[config.mk]
export PLATFORM = sky130hd
export DESIGN_NAME = rca_serial_seq
export DESIGN_NICKNAME = d
export VERILOG_FILES = /design/src/rtl/rca_seq_pkg.sv /design/src/rtl/addsub4_slice.sv /design/src/rtl/rca_serial_seq.sv
export SDC_FILE = /design/constraint.sdc
export NUM_CORES = 1
export LEC_CHECK = 0
export CELL_PAD_IN_SITES_DETAIL_PLACEMENT = 1
export CELL_PAD_IN_SITES_GLOBAL_PLACEMENT = 1
export CORE_ASPECT_RATIO = 0.9
export CORE_MARGIN = 3
export CORE_UTILIZATION = 35
export CTS_BUF_LIST = sky130_fd_sc_hd__clkbuf_8
export CTS_CLUSTER_SIZE = 25
export DETAILED_ROUTE_END_ITERATION = 10
export GPL_ROUTABILITY_DRIVEN = 0
export PLACE_DENSITY = 0.82
export SLEW_MARGIN = 10
export SYNTH_ARGS = -nofsm -noshare
export SYNTH_HDL_FRONTEND = slang
export SYNTH_HIERARCHICAL = 1
export SYNTH_SLANG_ARGS = --single-unit
[constraint.sdc]
create_clock -name clk -period 7.85 [get_ports clk]
set_input_delay 0.785 -clock clk [delete_from_list [all_inputs] [get_ports clk]]
set_output_delay 0.785 -clock clk [all_outputs]
set_load 0.005 [all_outputs]
[src/rtl/rca_seq_pkg.sv]
// Shared types and constants for the nibble-serial add/sub sequencer.
package rca_seq_pkg;

  localparam int NIBBLE_W = 4;

  typedef enum logic [1:0] {
    IDLE,
    RUN,
    DONE
  } state_t;

  // A single-nibble build still needs a 1-bit counter.
  function automatic int cnt_width(input int nibbles);
    return (nibbles <= 1) ? 1 : $clog2(nibbles);
  endfunction

endpackage

[src/rtl/addsub4_slice.sv]
// Combinational 4-bit ripple-carry add/sub: s = a + (b ^ ctrl) + cin.
module addsub4_slice
  import rca_seq_pkg::*;
(
  input  logic [NIBBLE_W-1:0] a,
  input  logic [NIBBLE_W-1:0] b,
  input  logic                cin,
  input  logic                ctrl,
  output logic [NIBBLE_W-1:0] s,
  output logic                cout
);

  logic [NIBBLE_W-1:0] bx;
  logic [NIBBLE_W:0]   c;

  assign bx   = b ^ {NIBBLE_W{ctrl}};
  assign c[0] = cin;

  for (genvar i = 0; i < NIBBLE_W; i++) begin : g_fa
    assign s[i]   = a[i] ^ bx[i] ^ c[i];
    assign c[i+1] = (a[i] & bx[i]) | (c[i] & (a[i] ^ bx[i]));
  end

  assign cout = c[NIBBLE_W];

endmodule

[src/rtl/rca_serial_seq.sv]
// Wide add/sub by time-multiplexing one 4-bit slice, LS nibble first.
// Optional zero flag output enabled by RCA_SEQ_ZERO_FLAG_EN.
module rca_serial_seq
  import rca_seq_pkg::*;
#(
  parameter  int NIBBLES = 4,
  localparam int W       = NIBBLE_W * NIBBLES
) (
  input  logic         clk,
  input  logic         rst,
  input  logic         start_valid,
  output logic         start_ready,
  input  logic [W-1:0] op_a,
  input  logic [W-1:0] op_b,
  input  logic         sub,
  output logic         done_valid,
  input  logic         done_ready,
  output logic [W-1:0] result,
  output logic         cout,
  output logic         ovf
`ifdef RCA_SEQ_ZERO_FLAG_EN
  ,
  output logic         zero
`endif
);

  localparam int            CW   = cnt_width(NIBBLES);
  localparam logic [CW-1:0] LAST = CW'(NIBBLES - 1);

  state_t               state, state_nx;
  logic [CW-1:0]        cnt;
  logic                 carry;
  logic [W-1:0]         a_q, b_q;
  logic                 sub_q;
  logic [NIBBLE_W-1:0]  a_nib, b_nib, s_nib;
  logic                 c_nib;
  logic                 last;
`ifdef RCA_SEQ_ZERO_FLAG_EN
  logic                 zero_acc;
`endif

  always_comb begin
    a_nib = '0;
    b_nib = '0;
    for (int k = 0; k < NIBBLES; k++) begin
      if (cnt == CW'(k)) begin
        a_nib = a_q[NIBBLE_W*k +: NIBBLE_W];
        b_nib = b_q[NIBBLE_W*k +: NIBBLE_W];
      end
    end
  end

  assign last = (cnt == LAST);

  addsub4_slice u_slice (
    .a    (a_nib),
    .b    (b_nib),
    .cin  (carry),
    .ctrl (sub_q),
    .s    (s_nib),
    .cout (c_nib)
  );

  always_ff @(posedge clk or posedge rst) begin
    if (rst) state <= IDLE;
    else     state <= state_nx;
  end

  always_comb begin
    state_nx = state;
    case (state)
      IDLE:    if (start_valid) state_nx = RUN;
      RUN:     if (last)        state_nx = DONE;
      DONE:    if (done_ready)  state_nx = IDLE;
      default:                  state_nx = IDLE;
    endcase
  end

  assign start_ready = (state == IDLE);
  assign done_valid  = (state == DONE);

  always_ff @(posedge clk or posedge rst) begin
    if (rst) begin
      cnt    <= '0;
      carry  <= 1'b0;
      a_q    <= '0;
      b_q    <= '0;
      sub_q  <= 1'b0;
      result <= '0;
      cout   <= 1'b0;
      ovf    <= 1'b0;
`ifdef RCA_SEQ_ZERO_FLAG_EN
      zero_acc <= 1'b0;
      zero     <= 1'b0;
`endif
    end else begin
      case (state)
        IDLE: begin
          if (start_valid) begin
            a_q   <= op_a;
            b_q   <= op_b;
            sub_q <= sub;
            carry <= sub;
            cnt   <= '0;
`ifdef RCA_SEQ_ZERO_FLAG_EN
            zero_acc <= 1'b1;
`endif
          end
        end
        RUN: begin
          for (int k = 0; k < NIBBLES; k++) begin
            if (cnt == CW'(k)) result[NIBBLE_W*k +: NIBBLE_W] <= s_nib;
          end
          carry <= c_nib;
          cnt   <= cnt + 1'b1;
`ifdef RCA_SEQ_ZERO_FLAG_EN
          zero_acc <= zero_acc & (s_nib == '0);
`endif
          // The last nibble's MSB is the operand sign bit.
          if (last) begin
            cout <= c_nib;
            ovf  <= (a_nib[NIBBLE_W-1] == (b_nib[NIBBLE_W-1] ^ sub_q)) &&
                    (s_nib[NIBBLE_W-1] != a_nib[NIBBLE_W-1]);
`ifdef RCA_SEQ_ZERO_FLAG_EN
            zero <= zero_acc & (s_nib == '0);
`endif
          end
        end
        default: ;
      endcase
    end
  end

endmodule
After elaboration in Yosys (flattened, before gate mapping)
Index checks and enable logic that the tools add are counted.
{"block": "word_totals", "reg_bits": 56, "inputBits": 37, "out_inout_bits": 20}
{"block": "op_classes", "add_sub_neg": 1, "n_eq_ne": 10, "n_mux": 16, "n_bitwise": 22, "n_reduce_logical": 11}
{"op": "$mux 4", "n": 8}
{"op": "$reduce_and 2->1", "n": 6}
{"op": "$xor 1x1->1", "n": 9}
{"op": "$and 1x1->1", "n": 8}
{"op": "$mux 2", "n": 4}
{"op": "$eq 2x2->1 const B", "n": 3}
{"op": "$pmux 2 s3", "n": 1}
{"op": "$eq 2x1->1 const B", "n": 2}
{"op": "$logic_not 2->1", "n": 2}
{"op": "$ne 2x2->1 const B", "n": 2}
{"op": "$or 1x1->1", "n": 4}
{"op": "$pmux 2 s2", "n": 1}
{"op": "$xor 4x4->4", "n": 1}
{"op": "$reduce_and 3->1", "n": 1}
{"op": "$add 2x1->2 const B", "n": 1}
{"op": "$ne 2x1->1 const B", "n": 1}
{"op": "$pmux 1 s2", "n": 1}
{"op": "$reduce_bool 2->1", "n": 1}
{"op": "$eq 1x1->1", "n": 1}
{"op": "$logic_and 1x1->1", "n": 1}
{"op": "$mux 1", "n": 1}
{"op": "$ne 1x1->1", "n": 1}

Longest topological paths before layout
Gate-level depths: netlist of run 1.
{"block": "depth", "depth_word": 16, "ltp_mapped": 18, "ltp_nobuf": 17}

By module
The synthesis of run 1 kept the hierarchy.
{"mod": "rca_serial_seq", "n_inst": 1, "cells_each": 261, "area_per_inst_um2": 2478.6, "seq_area_each_um2": 1401.3}
{"mod": "addsub4_slice", "n_inst": 1, "cells_each": 16, "area_per_inst_um2": 145.1, "seq_area_each_um2": 0.0}

Worst setup path before layout of run 1
Ideal clock, no wire load.
{"block": "synth_path", "kind": "register -> register", "start": "register cnt[1]", "end": "register ovf", "setup_time_ns": 0.070, "t_arrival_ns": 3.738, "path_slack_ns": 4.042, "path_stages_with_launch": 19, "path_cell_list": "dfrtp_1 inv_1 ha_1 clkbuf_1 nand2_1 a21oi_1 a21oi_1 o21ai_0 xnor2_1 fa_1 inv_1 fa_1 inv_1 fa_1 inv_1 fa_1 or3b_1 a2111oi_0 nand3b_1"}
{"block": "synth_between", "elab_chain_cells": 16}
{"element": "start, declared", "line": "rca_serial_seq.sv:31", "text": "logic [CW-1:0] cnt;"}
{"element": "start signal, assigned", "line": "rca_serial_seq.sv:115", "text": "cnt <= cnt + 1'b1;"}
{"element": "$logic_not 2->1", "line": "rca_serial_seq.sv:46", "text": "if (cnt == CW'(k)) begin"}
{"element": "$mux 4 (3 in series)", "line": "rca_serial_seq.sv:46"}
{"element": "$mux 4 (*)", "line": "rca_serial_seq.sv:46"}
{"element": "via b_nib[0]", "line": "rca_serial_seq.sv:35", "text": "logic [NIBBLE_W-1:0] a_nib, b_nib, s_nib;"}
{"element": "$xor 4x4->4 (*)", "line": "addsub4_slice.sv:16", "text": "assign bx = b ^ {NIBBLE_W{ctrl}};"}
{"element": "$xor 1x1->1", "line": "addsub4_slice.sv:21", "text": "assign c[i+1] = (a[i] & bx[i]) | (c[i] & (a[i] ^ bx[i]));"}
{"element": "$and 1x1->1", "line": "addsub4_slice.sv:21"}
{"element": "$or 1x1->1 (*)", "line": "addsub4_slice.sv:21"}
{"element": "$and 1x1->1 (*)", "line": "addsub4_slice.sv:21"}
{"element": "$or 1x1->1 (*)", "line": "addsub4_slice.sv:21"}
{"element": "$and 1x1->1 (*)", "line": "addsub4_slice.sv:21"}
{"element": "$or 1x1->1 (*)", "line": "addsub4_slice.sv:21"}
{"element": "$xor 1x1->1 (*)", "line": "addsub4_slice.sv:20", "text": "assign s[i] = a[i] ^ bx[i] ^ c[i];"}
{"element": "via s_nib[3]", "line": "rca_serial_seq.sv:35"}
{"element": "$ne 1x1->1 (*)", "line": "rca_serial_seq.sv:123", "text": "(s_nib[NIBBLE_W-1] != a_nib[NIBBLE_W-1]);"}
{"element": "$logic_and 1x1->1 (*)", "line": "rca_serial_seq.sv:122", "text": "ovf <= (a_nib[NIBBLE_W-1] == (b_nib[NIBBLE_W-1] ^ sub_q)) &&"}
{"element": "end signal, assigned", "line": "rca_serial_seq.sv:122"}
{"element": "end, declared", "line": "rca_serial_seq.sv:20", "text": "output logic ovf"}
Mark *: on every way through the listed nets, which the timed path passes. The rest lies on a longest branch.
A chain may end at the register's enable or synchronous reset.

Worst setup path in the final report of run 1
{"block": "layout_path", "start": "register cnt[1]", "end": "register ovf"}
{"element": "$logic_not 2->1", "line": "rca_serial_seq.sv:46"}
{"element": "$mux 4 (3 in series)", "line": "rca_serial_seq.sv:46"}
{"element": "$mux 4 (*)", "line": "rca_serial_seq.sv:46"}
{"element": "via a_nib[0]", "line": "rca_serial_seq.sv:35"}
{"element": "$xor 1x1->1", "line": "addsub4_slice.sv:21"}
{"element": "$and 1x1->1", "line": "addsub4_slice.sv:21"}
{"element": "$or 1x1->1 (*)", "line": "addsub4_slice.sv:21"}
{"element": "$and 1x1->1 (*)", "line": "addsub4_slice.sv:21"}
{"element": "$or 1x1->1 (*)", "line": "addsub4_slice.sv:21"}
{"element": "$and 1x1->1 (*)", "line": "addsub4_slice.sv:21"}
{"element": "$or 1x1->1 (*)", "line": "addsub4_slice.sv:21"}
{"element": "$xor 1x1->1 (*)", "line": "addsub4_slice.sv:20"}
{"element": "via s_nib[3]", "line": "rca_serial_seq.sv:35"}
{"element": "$ne 1x1->1 (*)", "line": "rca_serial_seq.sv:123"}
{"element": "$logic_and 1x1->1 (*)", "line": "rca_serial_seq.sv:122"}
Marked as above.

==> flow_summary_export.csv, run 1 <==
group,metric,value,unit
status,outcome,"completed",
final_layout,final_core_util,0.478,
clock_tree,htreeDepth,2,
critical_path,path_delay_family,"adder cells",
routing,viasPerCell,4.86,
critical_path,slowest_stage,"fa_1",
critical_path,crit_start,"cnt[1]$_DFFE_PP0P_",
sta,layout_min_cycle_time,4210,ps
routing,wl_per_cell,14.5,um
power,ir_drop,0.000171,V
placement,dp.cells,415,
clock_tree,insertion_delay,300,ps
placement,portBuffers,56,
hold_path,holdCritPathClass,"reg -> reg",
routing,route.detailed.drc,0,
logic_synthesis,synth_cell_types,29,
sta,setup_viol,0,
sta,max_slew_margin,0.250,
critical_path,endpoint_kind,"register",
global_routing,grt_pass1_vias,2170,
critical_path,path_depth,16,
critical_path,worstPathRequired,8090,ps
sta,period_share,0.536,
logic_synthesis,postSynthAreaPerCell,9.47,um2
logic_synthesis,netlist_area,2620,um2
critical_path,rrSetupSlack,3640,ps
floorplanning,initial_core_util,0.367,
routing,firstDrtPassIters,4,
floorplanning,core-area,7150,um2
critical_path,cp-endpoint,"ovf$_DFFE_PP0P_",
critical_path,startpoint_type,"register",
logic_synthesis,synth_fp_nets,322,
floorplanning,fp.dieH,88.1,um
placement,placed_area,3260,um2
critical_path,timing.rr.end,"ovf$_DFFE_PP0P_",
clock_tree,cts.sinks,56,
critical_path,cp_max_fo,14,
floorplanning,io_pins,57,
critical_path,r2r_start,"cnt[1]$_DFFE_PP0P_",
critical_path,crit_top_cell,"inv_1",
global_routing,antenna_found_initial,0,
sta,max_freq,237,MHz
logic_synthesis,yosysSeqAreaShare,0.534,
sta,hold_violations,0,
sta,setup_tns,0,ps
critical_path,arrival,4450,ps
placement,hpwl,4560,um
critical_path,cp_cell_sequence,"inv_1 -> ha_1 -> nor2b_1 -> a221oi_1 -> o31ai_1 -> inv_1 -> fa_1 -> inv_1 -> fa_1 -> inv_1 -> fa_1 -> inv_1 -> fa_1 -> or3b_1 -> a2111oi_0 -> nand3b_1",
logic_synthesis,ys_ff_latch,56,
clock_tree,clk_pin_slew_worst_paths,90,ps
routing,via_count,2054,
routing,drt_wl_total,6130,um
clock_tree,hold_buffers,0,
clock_tree,cts_tree,"built",
critical_path,crit_buf_inv,5,
sta,grt_setup_unrepaired,"false",
floorplanning,dieArea,8570,um2
global_routing,grt_max_degree,57,
power,p_per_area,468,nW/um2
routing,drt_iter0_drc,86,
final_layout,final_cells,423,
critical_path,r2r_cells,16,
final_layout,fillers,819,
floorplanning,core.rowCount,29,
global_routing,grt_pass1_wl,10700,um
clock_tree,post_cts_buffers,0,
clock_tree,cts_root_buf,"clkbuf_8",
sta,drv_slew,0,
logic_synthesis,synth_cells,277,
sta,tightest_slew,1120,ps
clock_tree,cts.repair.resized,0,
final_layout,regArea,1400,um2
final_layout,drive_gt1_frac,0.0879,
power,leakagePower,0.00160,uW
final_layout,final_nets,374,
critical_path,critPathKind,"reg -> reg",
sta,fin_skew,5.96,ps
critical_path,crit_path_max_incr_delay,500,ps
sta,timing.hold.ws,496,ps
clock_tree,numCtsBuffers,5,
final_layout,multi_input_area,1120,um2
job,max_cap_viol_count,0,
final_layout,stdcell_area,3420,um2
clock_tree,clock_path_buffers,2,
routing,detail-route-antenna-nets,0,
floorplanning,die_w,97.3,um
logic_synthesis,synth_warnings,6,
final_layout,area_growth,30.2,%
final_layout,n_antenna_cell,0,
global_routing,track_usage,0.154,
global_routing,grt_overflow_total,0,
==> cells in the mapped netlist, drive strengths merged <==
cell type	n	area, um2
fa	4	80.1
nand3b	6	45.0
a21oi	9	45.0
a31o	1	8.76
o2111ai	1	8.76
xor2	2	17.5
a221oi	3	26.3
a2111oi	1	8.76
nor2b	5	31.3
a22oi	1	7.51
ha	4	50.1
or3b	1	8.76
o21ai	7	35.0
buf	6	30.0
and2	1	6.26
nand3	1	5.00
nand2b	3	18.8
nor2	2	7.51
inv	13	48.8
a22o	1	8.76
and3b	1	10.0
dfrtp	56	1400
clkbuf	6	22.5
o31ai	4	30.0
xnor2	2	17.5
o22ai	1	6.26
nor3b	1	7.51
nand2	117	439
mux2	17	191
==> power breakdown <==
group          leakage (uW)  switching [uW]  internal (uW)  total [uW]
sequential         0.000689            98.2            433         531
combinational      0.000831             431            388         820
clock             0.0000784            90.1            159         249
total               0.00160             620            980        1600
==> sequential cells by signal, summed over array words and instances, names as in the netlist <==
| register | count |
|---|---|
| cnt | 2 |
| carry | 1 |
| result | 16 |
| ovf | 1 |
| a_q | 16 |
| sub_q | 1 |
| b_q | 16 |
| state | 2 |
| cout | 1 |
==> how the worst min path moves through the flow <==
| stage | startpoint | to | slack (ps) | cells past startpoint |
|---|---|---|---|---|
| CTS | b_q[6]$_DFFE_PP0P_ | b_q[6]$_DFFE_PP0P_ | 500 | 2 |
| floorplan | a_q[7]$_DFFE_PP0P_ | a_q[7]$_DFFE_PP0P_ | 450 | 2 |
| global placement | a_q[13]$_DFFE_PP0P_ | a_q[13]$_DFFE_PP0P_ | 470 | 2 |
| finish | b_q[6]$_DFFE_PP0P_ | b_q[6]$_DFFE_PP0P_ | 500 | 2 |
| global route | b_q[6]$_DFFE_PP0P_ | b_q[6]$_DFFE_PP0P_ | 530 | 2 |
| detailed placement | b_q[6]$_DFFE_PP0P_ | b_q[6]$_DFFE_PP0P_ | 470 | 2 |
==> placed cells by master, fill, tap and decap left out <==
master and instances:
o31ai_1 4, a221oi_1 3, o22ai_1 1, nand3b_1 6, clkinv_2 1, nor2b_1 5, buf_4 1, o2111ai_1 1
inv_1 12, o21ai_0 7, a22o_1 1, a21oi_1 9, and2_1 1, nand2_1 117, a31o_2 1, nor3b_1 1
mux2_2 17, nor2_1 2, or3b_1 1, xnor2_1 2, xor2_1 2, a2111oi_0 1, ha_1 4, nand2b_1 3
clkdlybuf4s50_1 56, and3b_2 1, a22oi_1 1, fa_1 4, clkbuf_8 5, bufinv_16 3, nand3_1 1, dfrtp_1 56
==> through the flow <==
step	setup WS [ps]	power (uW)
finish	3640	1600
global route	3180	1760
global placement	3880	1320
CTS	3620	1630
detailed placement	3630	1370
floorplan	4040	1060
==> worst reg2reg max path: stages (launching register included) <==
cell       delay [ps]
dfrtp_1           380
inv_1              90
ha_1              330
nor2b_1           300
a221oi_1          130
o31ai_1           230
inv_1              90
fa_1              420
inv_1              90
fa_1              180
inv_1              50
fa_1              350
inv_1              70
fa_1              500
or3b_1            390
a2111oi_0         380
nand3b_1          150
==> cell type report <==
class,instances,share of cell area
Timing Repair Buffer,57,0.166
Sequential cell,56,0.410
Inverter,13,0.0147
Multi-Input combinational cell,196,0.328
Clock inverter,3,0.0264
Tap cell,93,0.0341
Clock buffer,5,0.0201
==> per-layer routing <==
metal	track usage	vias to the layer above	wire (um)
met5	0	-	0
met1	0.204	1010	2860
li1	-	990	-
met2	0.271	50	2970
met3	0.0287	4	266
met4	0.0302	0	33
==> kinds of logic (layout without fill, tap and decap cells) <==
logic type,count (synthesis),in the layout,synth area share
adder cells (fa/ha/maj),8,8,0.0496
XOR/XNOR,4,4,0.0134
multiplexers,17,17,0.0730
flip-flops,56,56,0.534
AO/OA/AOI/OAI,29,29,0.0706
AND/OR/NAND/NOR,138,138,0.221
buffers and inverters,25,78,0.0386
(Power assumes the default switching activity.)
==> run 2: changes to the inputs <==
Clock period 7.85 ns to 4.35 ns, I/O delays scaled along.
==> run 2 against run 1 <==
Compared with the run above: combinational power rose by 85%; clock skew rose by 5.9 ps; sequential power rose by 81%; sequential share of layout area rose by 0.39 points; register-to-register slack got worse by 3300 ps; power rose by 73%; non-clock buffer count rose by 1; critical path depth did not move; final cell count rose by 0.24%; wire length rose by 1.2%; worst setup slack got worse by 3300 ps; hold slack got worse by 7.5 ps; critical endpoint unchanged.
==> flow_summary_export.csv, run 2 (same netlist as run 1, synthesis figures left out) <==
group,metric,value,unit
floorplanning,initial_core_util,0.367,
global_routing,antenna_found_initial,0,
clock_tree,hold_buffers,0,
clock_tree,insertion_delay,330,ps
floorplanning,core-area,7150,um2
routing,viasPerCell,4.81,
routing,drt_iter0_drc,49,
sta,period_share,0.932,
final_layout,drive_gt1_frac,0.109,
sta,setup_tns,0,ps
final_layout,largestRegisters,"a_q x16, b_q x16, result x16",
final_layout,area_growth,29.1,%
placement,hpwl,4640,um
clock_tree,cts_root_buf,"clkbuf_8",
global_routing,grt_max_degree,57,
sta,max_slew_margin,0.228,
routing,route.detailed.drc,0,
clock_tree,cts.sinks,56,
final_layout,final_cells,424,
sta,tightest_slew,1150,ps
clock_tree,post_cts_buffers,0,
placement,portBuffers,56,
sta,layout_min_cycle_time,4050,ps
routing,firstDrtPassIters,6,
sta,timing.hold.ws,488,ps
routing,detail-route-antenna-nets,0,
clock_tree,clock_path_buffers,2,
final_layout,final_common_cell,"nand2_1",
sta,max_freq,247,MHz
clock_tree,htreeDepth,2,
sta,grt_setup_unrepaired,"false",
sta,hold_violations,0,
routing,wl_per_cell,14.6,um
global_routing,grt_pass1_vias,2105,
global_routing,grt_pass1_wl,10400,um
power,total_power,2770,uW
final_layout,fillers,833,
critical_path,endpoint_kind,"register",
power,ir_drop,0.000346,V
sta,fin_skew,11.8,ps
final_layout,final_cell_mix,"117 x nand2_1, 56 x clkdlybuf4s50_1, 55 x dfrtp_1, 17 x mux2_2, 12 x inv_1",
routing,drt_wl_total,6200,um
final_layout,n_antenna_cell,0,
floorplanning,dieArea,8570,um2
critical_path,worstPathRequired,4610,ps
final_layout,final_nets,375,
global_routing,track_usage,0.154,
routing,via_count,2041,
clock_tree,clk_pin_slew_worst_paths,100,ps
placement,dp.cells,416,
final_layout,final_core_util,0.474,
floorplanning,core.rowCount,29,
clock_tree,numCtsBuffers,5,
sta,drv_slew,0,
sta,setup_viol,0,
critical_path,arrival,4310,ps
power,leakagePower,0.00156,uW
floorplanning,fp.dieH,88.1,um
job,max_cap_viol_count,0,
global_routing,grt_overflow_total,0,
critical_path,startpoint_type,"register",
clock_tree,cts.repair.resized,0,
floorplanning,io_pins,57,
critical_path,cp_max_fo,8,
critical_path,critPathKind,"reg -> reg",
floorplanning,die_w,97.3,um
hold_path,holdCritPathClass,"reg -> reg",
status,outcome,"completed",
clock_tree,cts_tree,"built",
power,p_per_area,819,nW/um2
[run 2: worst max-delay path, stage by stage, from the launching register on]
cell and delay, ps:
dfrtp_1 410, inv_1 150, ha_2 270, nor2b_4 190, a221oi_1 90, o31ai_1 220, inv_1 100, fa_1 440
inv_1 80, fa_1 160, inv_1 50, fa_1 350, inv_1 80, fa_2 490, or3b_1 380, a2111oi_1 370
nand3b_1 150
[run 2: where the power goes]
group | internal, uW | total [uW] | switching, uW | leakage, uW
logic | 735 | 1520 | 786 | 0.000836
registers | 782 | 960 | 179 | 0.000687
clock network | 114 | 291 | 177 | 0.0000404
total | 1630 | 2770 | 1140 | 0.00156
[run 2: cell type report]
cell class              count  area (um2)  share of cell area
clock buffers               5        68.8              0.0203
repair buffers             58         576               0.170
flip-flops and latches     56        1400               0.414
inverters                  13        50.0              0.0148
clock inverters             3        23.8             0.00702
multi-input cells         196        1150               0.339
well taps                  93         116              0.0344
[run 2: stage by stage]
step	area [um2]	worst slack, ps
4_1_cts	3360	150
3_5_place_dp	3260	172
2_1_floorplan	2620	542
5_1_grt	3390	23.1
3_3_place_gp	3260	376
6_report	3390	295
[run 2: path summary, 6_finish.rpt]
check | from | to | slack [ps] | cells past startpoint
setup / recovery | cnt[1]$_DFFE_PP0P_ | ovf$_DFFE_PP0P_ | 300 | 16
hold / removal | b_q[9]$_DFFE_PP0P_ | b_q[9]$_DFFE_PP0P_ | 490 | 2
setup reg to reg | cnt[1]$_DFFE_PP0P_ | ovf$_DFFE_PP0P_ | 300 | 16
hold reg to reg | b_q[9]$_DFFE_PP0P_ | b_q[9]$_DFFE_PP0P_ | 490 | 2
max in group asynchronous | rst | cnt[0]$_DFFE_PP0P_ | 3090 | 2
min in group asynchronous | rst | state[1]$_DFFE_PP0P_ | 610 | 2
[run 2: per-layer routing]
layer	vias up	track usage	wire (um)
met2	49	0.263	2920
met1	991	0.199	2890
met4	0	0.0528	93
met5	-	0	0
met3	8	0.0318	305
li1	993	-	-
